File: src/rtl/bnn_pkg.sv
// Shared types and helpers for the BNN result packer.
// Optional feature macro used by the packer: BNN_PACK_STATS_EN.
package bnn_pkg;

  localparam int HALF_W = 32;
  localparam int WORD_W = 64;

  typedef enum logic [1:0] {
    IDLE    = 2'd0,
    COLLECT = 2'd1,
    DRAIN   = 2'd2
  } pack_state_t;

  // Number of set bits in a packed output-channel word.
  function automatic logic [6:0] popcount64(input logic [WORD_W-1:0] w);
    logic [6:0] n;
    n = 7'd0;
    for (int i = 0; i < WORD_W; i++) begin
      n = n + {6'd0, w[i]};
    end
    return n;
  endfunction

endpackage

File: src/rtl/bnn_sync_fifo.sv
// Show-ahead synchronous FIFO. A push while full is only taken when a pop
// happens in the same cycle; a pop while empty is ignored.
module bnn_sync_fifo #(
  parameter int WIDTH = 64,
  parameter int DEPTH = 8
) (
  input  logic             clk,
  input  logic             rst,
  input  logic             push,
  input  logic             pop,
  input  logic [WIDTH-1:0] din,
  output logic [WIDTH-1:0] dout,
  output logic             full,
  output logic             empty
);

  localparam int AW = $clog2(DEPTH);

  logic [WIDTH-1:0] mem_q [DEPTH];
  logic [AW-1:0]    wr_ptr_q;
  logic [AW-1:0]    rd_ptr_q;
  logic [AW:0]      count_q;
  logic             do_push_s;
  logic             do_pop_s;

  assign full      = (count_q == (AW+1)'(DEPTH));
  assign empty     = (count_q == '0);
  assign do_pop_s  = pop & ~empty;
  assign do_push_s = push & (~full | do_pop_s);
  assign dout      = mem_q[rd_ptr_q];

  // Storage, pointers and occupancy; memory is cleared so the head reads zero after reset.
  always_ff @(posedge clk) begin
    if (rst) begin
      wr_ptr_q <= '0;
      rd_ptr_q <= '0;
      count_q  <= '0;
      for (int i = 0; i < DEPTH; i++) begin
        mem_q[i] <= '0;
      end
    end else begin
      if (do_push_s) begin
        mem_q[wr_ptr_q] <= din;
        wr_ptr_q        <= wr_ptr_q + AW'(1);
      end
      if (do_pop_s) begin
        rd_ptr_q <= rd_ptr_q + AW'(1);
      end
      case ({do_push_s, do_pop_s})
        2'b10:   count_q <= count_q + (AW+1)'(1);
        2'b01:   count_q <= count_q - (AW+1)'(1);
        default: count_q <= count_q;
      endcase
    end
  end

endmodule

File: src/rtl/bnn_result_packer.sv
// Pairs 32-bit BNN result halves into 64-bit words, buffers them and streams
// them to the feature-map writer with auto-incrementing addresses.
// Optional build macro BNN_PACK_STATS_EN adds a saturating ones_count output.
module bnn_result_packer
  import bnn_pkg::*;
#(
  parameter int DEPTH  = 8,
  parameter int ADDR_W = 12
) (
  input  logic              clk,
  input  logic              rst,
  input  logic              layer_start,
  input  logic [ADDR_W-1:0] base_addr,
  input  logic [ADDR_W-1:0] num_words,
  input  logic              store_in,
  input  logic              half_sel,
  input  logic [HALF_W-1:0] bins_in,
  output logic              wr_valid,
  input  logic              wr_ready,
  output logic [ADDR_W-1:0] wr_addr,
  output logic [WORD_W-1:0] wr_data,
  output logic              busy,
  output logic              done,
  output logic              err
`ifdef BNN_PACK_STATS_EN
  ,
  output logic [15:0]       ones_count
`endif
);

  pack_state_t       state_q, state_d;
  logic [ADDR_W-1:0] base_q, base_d;
  logic [ADDR_W-1:0] num_q, num_d;
  logic [ADDR_W-1:0] push_cnt_q, push_cnt_d;
  logic [ADDR_W-1:0] pop_cnt_q, pop_cnt_d;
  logic [HALF_W-1:0] lo_q, lo_d;
  logic              lo_valid_q, lo_valid_d;
  logic              err_q, err_d;
  logic              done_q, done_d;

  logic fifo_full_s;
  logic fifo_empty_s;
  logic pop_s;
  logic store_lo_s;
  logic store_hi_s;
  logic push_req_s;
  logic overflow_s;

  assign pop_s      = ~fifo_empty_s & wr_ready;
  assign store_lo_s = (state_q == COLLECT) & store_in & ~half_sel;
  assign store_hi_s = (state_q == COLLECT) & store_in & half_sel;
  assign push_req_s = store_hi_s & lo_valid_q;
  assign overflow_s = push_req_s & fifo_full_s & ~pop_s;

  bnn_sync_fifo #(
    .WIDTH(WORD_W),
    .DEPTH(DEPTH)
  ) u_fifo (
    .clk  (clk),
    .rst  (rst),
    .push (push_req_s),
    .pop  (pop_s),
    .din  ({bins_in, lo_q}),
    .dout (wr_data),
    .full (fifo_full_s),
    .empty(fifo_empty_s)
  );

  assign wr_valid = ~fifo_empty_s;
  assign wr_addr  = base_q + pop_cnt_q;
  assign busy     = (state_q != IDLE);
  assign done     = done_q;
  assign err      = err_q;

  // Next-state logic: layer setup, half pairing, error tracking and drain/done.
  always_comb begin
    state_d    = state_q;
    base_d     = base_q;
    num_d      = num_q;
    push_cnt_d = push_cnt_q;
    pop_cnt_d  = pop_cnt_q + (pop_s ? ADDR_W'(1) : ADDR_W'(0));
    lo_d       = lo_q;
    lo_valid_d = lo_valid_q;
    err_d      = err_q;
    done_d     = 1'b0;
    case (state_q)
      IDLE: begin
        if (layer_start) begin
          base_d     = base_addr;
          num_d      = num_words;
          push_cnt_d = '0;
          pop_cnt_d  = '0;
          lo_valid_d = 1'b0;
          err_d      = 1'b0;
          state_d    = (num_words == '0) ? DRAIN : COLLECT;
        end else begin
          state_d = IDLE;
        end
      end
      COLLECT: begin
        if (store_lo_s) begin
          lo_d       = bins_in;
          lo_valid_d = 1'b1;
          err_d      = err_q | lo_valid_q;
        end else if (store_hi_s) begin
          if (lo_valid_q) begin
            lo_valid_d = 1'b0;
            push_cnt_d = push_cnt_q + ADDR_W'(1);
            err_d      = err_q | overflow_s;
            state_d    = (push_cnt_d == num_q) ? DRAIN : COLLECT;
          end else begin
            err_d = 1'b1;
          end
        end else begin
          state_d = COLLECT;
        end
      end
      DRAIN: begin
        if (fifo_empty_s) begin
          done_d  = 1'b1;
          state_d = IDLE;
        end else begin
          state_d = DRAIN;
        end
      end
      default: begin
        state_d = IDLE;
      end
    endcase
  end

  // Control and datapath registers with synchronous reset.
  always_ff @(posedge clk) begin
    if (rst) begin
      state_q    <= IDLE;
      base_q     <= '0;
      num_q      <= '0;
      push_cnt_q <= '0;
      pop_cnt_q  <= '0;
      lo_q       <= '0;
      lo_valid_q <= 1'b0;
      err_q      <= 1'b0;
      done_q     <= 1'b0;
    end else begin
      state_q    <= state_d;
      base_q     <= base_d;
      num_q      <= num_d;
      push_cnt_q <= push_cnt_d;
      pop_cnt_q  <= pop_cnt_d;
      lo_q       <= lo_d;
      lo_valid_q <= lo_valid_d;
      err_q      <= err_d;
      done_q     <= done_d;
    end
  end

`ifdef BNN_PACK_STATS_EN
  logic [15:0] ones_q, ones_d;
  logic [16:0] ones_sum_s;
  logic        push_taken_s;

  assign push_taken_s = push_req_s & (~fifo_full_s | pop_s);
  assign ones_sum_s   = {1'b0, ones_q} + {10'd0, popcount64({bins_in, lo_q})};
  assign ones_count   = ones_q;

  // Saturating popcount of accepted words; cleared when a layer is accepted.
  always_comb begin
    ones_d = ones_q;
    if ((state_q == IDLE) && layer_start) begin
      ones_d = 16'd0;
    end else if (push_taken_s) begin
      ones_d = ones_sum_s[16] ? 16'hFFFF : ones_sum_s[15:0];
    end else begin
      ones_d = ones_q;
    end
  end

  // Popcount accumulator register.
  always_ff @(posedge clk) begin
    if (rst) begin
      ones_q <= 16'd0;
    end else begin
      ones_q <= ones_d;
    end
  end
`endif

endmodule

File: config.mk
export PLATFORM = sky130hd
export DESIGN_NAME = bnn_result_packer
export DESIGN_NICKNAME = d
export VERILOG_FILES = /design/src/rtl/bnn_pkg.sv /design/src/rtl/bnn_sync_fifo.sv /design/src/rtl/bnn_result_packer.sv
export SDC_FILE = /design/constraint.sdc
export NUM_CORES = 1
export LEC_CHECK = 0
export BUFFER_PORTS_ARGS = -buffer_cell sky130_fd_sc_hd__buf_2
export CAP_MARGIN = 15
export CORE_ASPECT_RATIO = 1.25
export CORE_MARGIN = 5
export CORE_UTILIZATION = 50
export CTS_BUF_LIST = sky130_fd_sc_hd__clkbuf_2
export DETAILED_ROUTE_END_ITERATION = 16
export GPL_ROUTABILITY_DRIVEN = 0
export MAX_ROUTING_LAYER = met4
export PLACE_DENSITY = 0.67
export SYNTH_ARGS = -nofsm -noshare
export SYNTH_HDL_FRONTEND = slang
export SYNTH_SLANG_ARGS = --single-unit
File: constraint.sdc
create_clock -name clk -period 15 [get_ports clk]
set_input_delay 3 -clock clk [delete_from_list [all_inputs] [get_ports clk]]
set_output_delay 3 -clock clk [all_outputs]
set_load 0.01 [all_outputs]
Yosys cells after proc, flatten, opt, wreduce, memory -nomap -nowiden
Memory sizes are Yosys's and may differ from the RTL's. A register that Yosys moved wholly into a read port is not among the register bits.
Cells that the tools add are included.
{"block": "word_totals", "latchBits": 0, "word_cells": 98, "regBits": 95, "mem_count": 1, "romBits": 0, "inputBits": 62, "ramBits": 512, "output_inout_bits": 80}
{"block": "op_classes", "eq_ne": 12, "muxes": 36, "order_cmp": 0, "n_shift": 0, "bitwise": 17, "multipliers": 0, "n_reduce_logical": 13, "addsub": 7, "div": 0}
{"memory": "u_fifo.mem_q", "depth": 8, "word_bits": 64, "read_ports": 1, "rd_ports_with_merged_regs": 1, "write_ports": 8, "line_no": "bnn_sync_fifo.sv:19", "rtl": "logic [WIDTH-1:0] mem_q [DEPTH];"}
{"op": "12-bit two-way mux", "n": 6}
{"op": "64-bit two-way mux", "n": 1}
{"op": "64-bit OR reduction", "n": 1}
{"op": "12-bit one-hot mux with 2 select lines", "n": 1}
{"op": "1-bit two-way mux", "n": 14}
{"op": "2-bit two-way mux", "n": 7}
{"op": "12-bit by 1-bit adder with 12-bit output", "n": 1}
{"op": "12-bit by 1-bit adder with 12-bit output, second input constant", "n": 1}
{"op": "12-bit adder", "n": 1}
{"op": "12-bit equality test", "n": 1}
{"op": "12-bit zero test", "n": 1}
{"op": "1-bit bitwise AND", "n": 9}
{"op": "3-bit two-way mux", "n": 3}
{"op": "2-bit != test, second input constant", "n": 4}
{"op": "4-bit one-hot mux with 2 select lines", "n": 1}
{"op": "3-bit by 1-bit adder with 3-bit output, second input constant", "n": 2}
{"op": "3-bit != test, second input constant", "n": 2}
{"op": "2-bit one-hot mux with 3 select lines", "n": 1}
{"op": "2-bit AND reduction", "n": 3}
{"op": "2-bit nonzero test", "n": 3}
{"op": "1-bit NOT", "n": 5}
{"op": "5-bit AND reduction", "n": 1}
{"op": "4-bit by 1-bit adder with 4-bit output, second input constant", "n": 1}
{"op": "2-bit by 1-bit equality test with 1-bit output, second input constant", "n": 2}
{"op": "9 further kinds", "n": 13}

Logic depth before layout (Yosys ltp)
Gate-level depths: netlist (run 1).
{"block": "logic_depth", "word_depth": 11, "depth_mapped": 11, "depth_no_buf": 10}

Cells and area by module
From an unflattened synthesis (run 1), not the netlist that was laid out.
{"block": "hier_totals", "cells_unflattened": 2065, "hier_area_um2": 26893.3}
{"mod": "bnn_sync_fifo", "area_each_um2": 22805.6, "seq_area_each_um2": 15635.0, "n_inst": 1, "cells_per_inst": 1539}
{"mod": "bnn_result_packer", "area_each_um2": 4087.7, "seq_area_each_um2": 1701.6, "n_inst": 1, "cells_per_inst": 526}

Least setup slack after synthesis (run 1)
No wires, ideal clock.
{"block": "synth_path", "path_type": "input to register", "start": "input port half_sel", "end": "memory u_fifo.mem_q[3][0] (enable)", "path_slack_ns": 6.384, "t_arrival_ns": 8.042, "stages": 4, "setup_time_ns": 0.574, "cell_sequence": "and4_1 > buf_4 > nand3_4 > o21ai_0"}
{"element": "start: declaration", "line_no": "bnn_result_packer.sv:16", "rtl": "input logic half_sel,"}
{"element": "end: declaration", "line_no": "bnn_sync_fifo.sv:19"}

==> impl_metrics.toml, run 1 <==
[setup_path]
crit_path_end_kind = "output pin"
cp.required_ns = 12.00
crit_type = "reg2out"
critPathMaxFanout = 112
startpoint_type = "flip-flop"
critPathArrivalTime_ns = 3.68

[floorplanning]
die_width_um = 220
rows = 96
initial_core_util_pct = 50.2
dieHeight_um = 272
dieArea_mm2 = 0.0597
ios = 142
design.core.area_mm2 = 0.0547

[yosys]
synth-seq-cells = 610
syn_avg_cell_area_um2 = 14.3
seq_area_frac_synth_pct = 63.2
synthFlopType = "edfxtp_1"
syn_area_mm2 = 0.0274
netlist_instances = 1923
synth_edf_count = 512
yosys_warnings = 0
async_flop_share_pct = 0
yosysUniqueCellTypes = 62
syn_nets = 2006

[clocking]
htreeDepth = 4
cts_setup_buffers = 0
cts_hold_buf = 0
clk_pin_slew_ns = 0.10
clock_latency_ns = 1.13
cts_made_buffers = 146
cts_resized = 0
clk_path_buf_depth = 3
cts.sinks = 610
clock-root-buffer = "clkbuf_2"
cts_tree = "yes"

[sta]
rsz0062_at_grt = "no"
finalSetupViolCount = 0
fmax_mhz = 150
skew_ns = 0.0720
tightestPinTransition_ns = 1.15
post-route-min-period_ns = 6.68
min_period_over_period_pct = 44.5
fin_setup_tns_ns = 0
maxSlewViolCount = 0
final_hold_viol_count = 0
relSlewSlack_pct = 23.3

[cells_and_area]
area_delta_synth_final_pct = 9.65
nFillCells = 4539
register_area_mm2 = 0.0173
multiInputGateArea_mm2 = 0.00961
fin_nets = 2192
layout-drive-gt1-share_pct = 27.6
final_core_util_pct = 55.1

[power_and_ir_drop]
power.density_mw_per_mm2 = 103
vdd_drop_max_uv = 63.2
p_leak_nw = 11.1
design_power_total_mw = 3.10

[grt]
grt_use_total_pct = 22.4
grt_pass1_wl_mm = 98.6
grt_max_degree = 113
antenna_found_initial = 2
first_global_vias = 17100
grt_overflow = 0

[routing]
drtIter0Drc = 1025
wl_per_cell_um = 21.7
wl_mm = 63.9
viasPerCell = 5.45
dr.pass1.iters = 5
route.detailed.drc = 0
via_count = 16100
final_antenna_net_count = 0

[run]
maxCapViolCount = 0

[status]
status = "finished, final reports clean"

[place]
portBuffers = 141
dp_hpwl_mm = 36.7

[hold_path]
hold_class = "reg2reg"
flip-flops by register name, indices dropped and copies added, names as in the netlist, named ones only:
name             flops
push_cnt_q          12
u_fifo.wr_ptr_q      3
num_q               12
done                 1
base_q              12
u_fifo.rd_ptr_q      3
u_fifo.count_q       4
u_fifo.mem_q       512
lo_q                32
pop_cnt_q           12
state_q              2
err                  1
lo_valid_q           1
report_power, final:
part,internal [mW],switching (mW)
Sequential,1.89,0.0247
Combinational,0.0511,0.0952
Clock,0.404,0.636
Total,2.34,0.756
Yosys cell counts, types with 3 or more instances:
| library cell | n | area, µm² |
|---|---|---|
| nor4_1 | 7 | 43.8 |
| or3_1 | 3 | 18.8 |
| nand4_1 | 5 | 31.3 |
| ha_1 | 19 | 238 |
| inv_1 | 17 | 63.8 |
| mux2i_1 | 4 | 40.0 |
| nand3_1 | 9 | 45.0 |
| clkbuf_2 | 27 | 135 |
| nand3_4 | 3 | 52.6 |
| mux2_2 | 64 | 721 |
| nand2_1 | 146 | 548 |
| xor2_1 | 13 | 114 |
| mux4_2 | 128 | 2880 |
| nor2_1 | 52 | 195 |
| edfxtp_1 | 512 | 15400 |
| nor2b_1 | 4 | 25.0 |
| a211o_1 | 3 | 26.3 |
| a21oi_1 | 79 | 395 |
| dfxtp_1 | 98 | 1960 |
| clkbuf_1 | 73 | 274 |
| xnor2_1 | 26 | 228 |
| or2_2 | 9 | 56.3 |
| and3_1 | 9 | 56.3 |
| o21a_1 | 3 | 22.5 |
| buf_1 | 4 | 15.0 |
| and2_1 | 516 | 3230 |
| buf_2 | 16 | 80.1 |
| nor3_1 | 11 | 55.1 |
| o21ai_0 | 18 | 90.1 |
kinds of logic after synthesis:
| group | synth area share [%] |
|---|---|
| AO/OA/AOI/OAI | 2.61 |
| XOR/XNOR | 1.24 |
| adder cells (fa/ha/maj) | 1.01 |
| buffers and inverters | 2.12 |
| flip-flops | 63.2 |
| multiplexers | 13.3 |
| AND/OR/NAND/NOR | 16.6 |
cells in the final DEF (no fill, tap or decap), drive strengths merged, types with 14 or more instances in the layout:
cell type / count
inv: 24
nor2: 54
and2: 516
xnor2: 26
nand2: 148
mux2: 64
mux4: 128
o21ai: 18
buf: 160
clkbuf: 207
edfxtp: 512
a21oi: 79
ha: 19
dfxtp: 98
clkinv: 33
nor3: 14
metal layers:
layer | up-vias | wire (µm) | share of wire (%) | global-route usage [%]
met5 | - | 0 | 0 | -
met4 | 0 | 1490 | 2.3 | 7.54
met3 | 104 | 3230 | 5.0 | 3.86
met2 | 447 | 34100 | 53 | 38.6
met1 | 8096 | 25100 | 39 | 26.7
li1 | 7406 | - | - | -
worst paths after layout:
check                                start                  end  slack, ns  cells past startpoint
worst max register to register  state_q[1]  u_fifo.mem_q[0][54]      11.05                      7
worst min-delay path             base_q[5]            base_q[5]       0.46                      2
worst max-delay path             flip-flop          wr_data[45]       8.32                      4
worst min register to register   base_q[5]            base_q[5]       0.46                      2
critical path: stages (launching register included):
cell and delay, ns:
dfxtp_4 0.59, buf_12 0.71, mux4_2 0.64, mux2_2 0.30, buf_2 0.14
final cells by class:
class / instances / share of cell area, %
tap: 735 / 3.06
inverter: 17 / 0.212
antenna: 1 / 0.00832
clock buffer: 207 / 3.44
clock inverter: 44 / 0.769
sequential: 610 / 57.7
timing repair buffer: 160 / 2.90
multi-input combinational: 1174 / 32.0
stage by stage:
| stage | cell area (µm²) | cells | hold WS, ns | worst slack (ns) |
|---|---|---|---|---|
| 6_report | 30100 | 2948 | 0.465 | 8.32 |
| 5_1_grt | 30100 | 2948 | 0.497 | 7.98 |
| 4_1_cts | 30100 | 2946 | 0.471 | 8.06 |
| 3_5_place_dp | 28800 | 2695 | 0.455 | 8.55 |
| 3_3_place_gp | 28800 | 2695 | 0.449 | 8.62 |
| 2_1_floorplan | 27400 | 1923 | 0.441 | 6.38 |
No activity file was read; power rests on OpenSTA's default activity.
==> run 2, diff against run 1 <==
--- a/config.mk
+++ b/config.mk
@@ -5,6 +5,7 @@
 export SDC_FILE = /design/constraint.sdc
 export NUM_CORES = 1
 export LEC_CHECK = 0
+export ABC_AREA = 1
 export BUFFER_PORTS_ARGS = -buffer_cell sky130_fd_sc_hd__buf_2
 export CAP_MARGIN = 15
 export CORE_ASPECT_RATIO = 1.25
@@ -14,7 +15,7 @@
 export DETAILED_ROUTE_END_ITERATION = 16
 export GPL_ROUTABILITY_DRIVEN = 0
 export MAX_ROUTING_LAYER = met4
-export PLACE_DENSITY = 0.67
+export PLACE_DENSITY = 0.7
 export SYNTH_ARGS = -nofsm -noshare
 export SYNTH_HDL_FRONTEND = slang
 export SYNTH_SLANG_ARGS = --single-unit
==> constraint.sdc (replaced) <==
create_clock -name clk -period 5.45 [get_ports clk]
set_input_delay 1.09 -clock clk [delete_from_list [all_inputs] [get_ports clk]]
set_output_delay 1.09 -clock clk [all_outputs]
set_load 0.01 [all_outputs]
==> impl_metrics.toml, run 2 <==
[grt]
grt_use_total_pct = 23.5
first_global_vias = 20000
grt_pass1_wl_mm = 106
grt_max_degree = 118
busiest_layer = "met2"
grt_overflow = 0
met2_usage_pct = 40.8
grt_util_met1_pct = 28.3
use_met3_pct = 3.93
antenna_found_initial = 1

[yosys]
synth_edf_count = 512
synth_top_area_share_pct = 57.8
yosysUniqueCellTypes = 37
synth-seq-cells = 610
yosys-top-cells-area = "edfxtp_1, nor2_1, dfxtp_1, o21ai_0, a21oi_1"
syn_area_mm2 = 0.0266
synthFlopType = "edfxtp_1"
netlist_instances = 2699
netlist.top_cell.by_area = "edfxtp_1"
seq_area_frac_synth_pct = 65.2
synthTopCellsByCount = "nor2_1, edfxtp_1, o21ai_0"
syn_nets = 2782
yosys_warnings = 0
yosysMostFrequentCell = "nor2_1"
syn_avg_cell_area_um2 = 9.86
async_flop_share_pct = 0

[cells_and_area]
fin_nets = 2912
largest_register = "u_fifo.mem_q"
mostFrequentLayoutCell = "nor2_1"
largest_register_ffs = 512
final_area_mm2 = 0.0290
layout-drive-gt1-share_pct = 14.4
area_delta_synth_final_pct = 8.96
most-common-layout-cells = "nor2_1, edfxtp_1, o21ai_0"
reg_top3 = "u_fifo.mem_q (512), lo_q (32)"

[routing]
viasPerCell = 5.54
route.detailed.drc = 0
wl_mm = 67.0
drtIter0Drc = 1845
wl_per_cell_um = 18.6
dr.pass1.iters = 6
via_count = 20000
final_antenna_net_count = 0

[clocking]
clk_pin_slew_ns = 0.12
cts_resized = 0
cts_hold_buf = 0
clock-root-buffer = "clkbuf_2"
htreeDepth = 4
cts_setup_buffers = 0
cts_tree = "yes"
clk_path_buf_depth = 3
cts.sinks = 610
cts_made_buffers = 144
clock_latency_ns = 1.14

[place]
pre_cts_slack_ns = 1.40
portBuffers = 141
dp_hpwl_mm = 39.1
post_dp_cell_area_mm2 = 0.0276

[sta]
skew_ns = 0.0682
tightestPinTransition_ns = 1.08
min_period_over_period_pct = 88.7
fmax_mhz = 207
relSlewSlack_pct = 28.3
setup_slack_ns = 0.617
maxSlewViolCount = 0
final_hold_viol_count = 0
post-route-min-period_ns = 4.83
fin_setup_tns_ns = 0
finalSetupViolCount = 0
rsz0062_at_grt = "no"

[floorplanning]
design.core.area_mm2 = 0.0527
die_width_um = 216
rows = 94
ios = 142
initial_core_util_pct = 50.5
dieHeight_um = 268
dieArea_mm2 = 0.0579

[setup_path]
cp_cell_sequence = "buf_4 > o21ai_0 > o22ai_1 > nor2_1 > a31oi_1 > buf_2"
r2r_end = "u_fifo.mem_q[5][56]"
worstReg2RegStart = "state_q[0]"
startpoint_type = "flip-flop"
crit_slowest_cell = "dfxtp_4"
cp.required_ns = 4.36
critPathArrivalTime_ns = 3.74
critPathMaxStageDelay_ns = 0.80
crit_type = "reg2out"
r2r_cells = 11
critPathMaxFanout = 73
crit_path_end_kind = "output pin"
crit_end = "wr_data[57]"
regToRegSetupSlack_ns = 1.98

[run]
maxCapViolCount = 0

[power_and_ir_drop]
power.density_mw_per_mm2 = 393
p_leak_nw = 11.1
vdd_drop_max_uv = 247

[hold_path]
hold_class = "in2reg"

[status]
status = "finished, final reports clean"
==> run 2: cell types whose count changed in the layout (fill, tap and decap cells not counted), moves of 11 or more <==
cell	delta
nor2_1	+986
clkbuf_2	+11
o22ai_1	+64
nand3_1	+17
xnor2_1	-16
mux4_2	-128
mux2_2	-64
a31oi_1	+63
and2_1	-516
clkinv_1	+29
nand2_1	-55
inv_1	+72
o21ai_0	+313
==> run 2: final cells by class <==
cell class | instances | area [µm²]
tap | 672 | 841
clock inverter | 36 | 223
timing repair buffer | 162 | 896
antenna | 1 | 2.50
clock buffer | 218 | 1090
multi-input combinational | 1782 | 8090
inverter | 129 | 494
fill | 4639 | 23700
sequential | 610 | 17300
==> run 2: worst min path at each step <==
| stage | startpoint | to | slack [ns] | cells after the start |
|---|---|---|---|---|
| 2_1_floorplan | u_fifo.rd_ptr_q[2] | flip-flop | 0.43 | 2 |
| 3_3_place_gp | u_fifo.rd_ptr_q[2] | u_fifo.rd_ptr_q[2] | 0.45 | 2 |
| 3_5_place_dp | u_fifo.rd_ptr_q[2] | u_fifo.rd_ptr_q[2] | 0.46 | 2 |
| 4_1_cts | base_addr[10] | base_q[10] | 0.06 | 3 |
| 5_1_grt | base_addr[10] | base_q[10] | 0.13 | 3 |
| 6_report | base_addr[10] | base_q[10] | 0.17 | 3 |
==> run 2: kinds of logic after synthesis <==
logic type      count (synthesis)  synth area share, %
fa+ha+maj                      21                 1.04
xor+xnor                       21                0.804
buf+inv                       307                 4.75
simple gates                 1194                 17.2
flops                         610                 65.2
compound gates                546                 11.0
==> run 2: metal layers <==
layer  vias to the layer above  share of wire (%)
li1                       9496                  -
met1                      9601                 39
met2                       786                 52
met3                       132                6.6
met4                         0                2.2
met5                         -                  0
==> run 2: worst max-delay path: cells and delay by family, from the launching register on <==
family,cells,cell delay [ns]
AOI/OAI and AO/OA,3,0.78
buffers and inverters,2,0.92
DFF,1,0.80
and+or+nand+nor,1,0.07
==> run 2: through the flow <==
stage          std cells  hold WS [ns]  power [mW]  util (%)
2_1_floorplan       2699         0.433        7.44         -
3_3_place_gp        3354         0.449        8.47      52.5
6_report            3610         0.166        11.4      55.0
4_1_cts             3608        0.0630        11.5      54.9
5_1_grt             3610         0.129        12.1      55.0
3_5_place_dp        3354         0.458        8.54      52.5
==> run 2: report_power, final <==
| group | switching (mW) | total [mW] | internal, mW | leakage, nW |
|---|---|---|---|---|
| clock network | 1.77 | 2.97 | 1.20 | 1.02 |
| registers | 0.165 | 5.39 | 5.22 | 6.08 |
| logic | 2.06 | 3.04 | 0.980 | 4.01 |
| total | 4.00 | 11.4 | 7.40 | 11.1 |
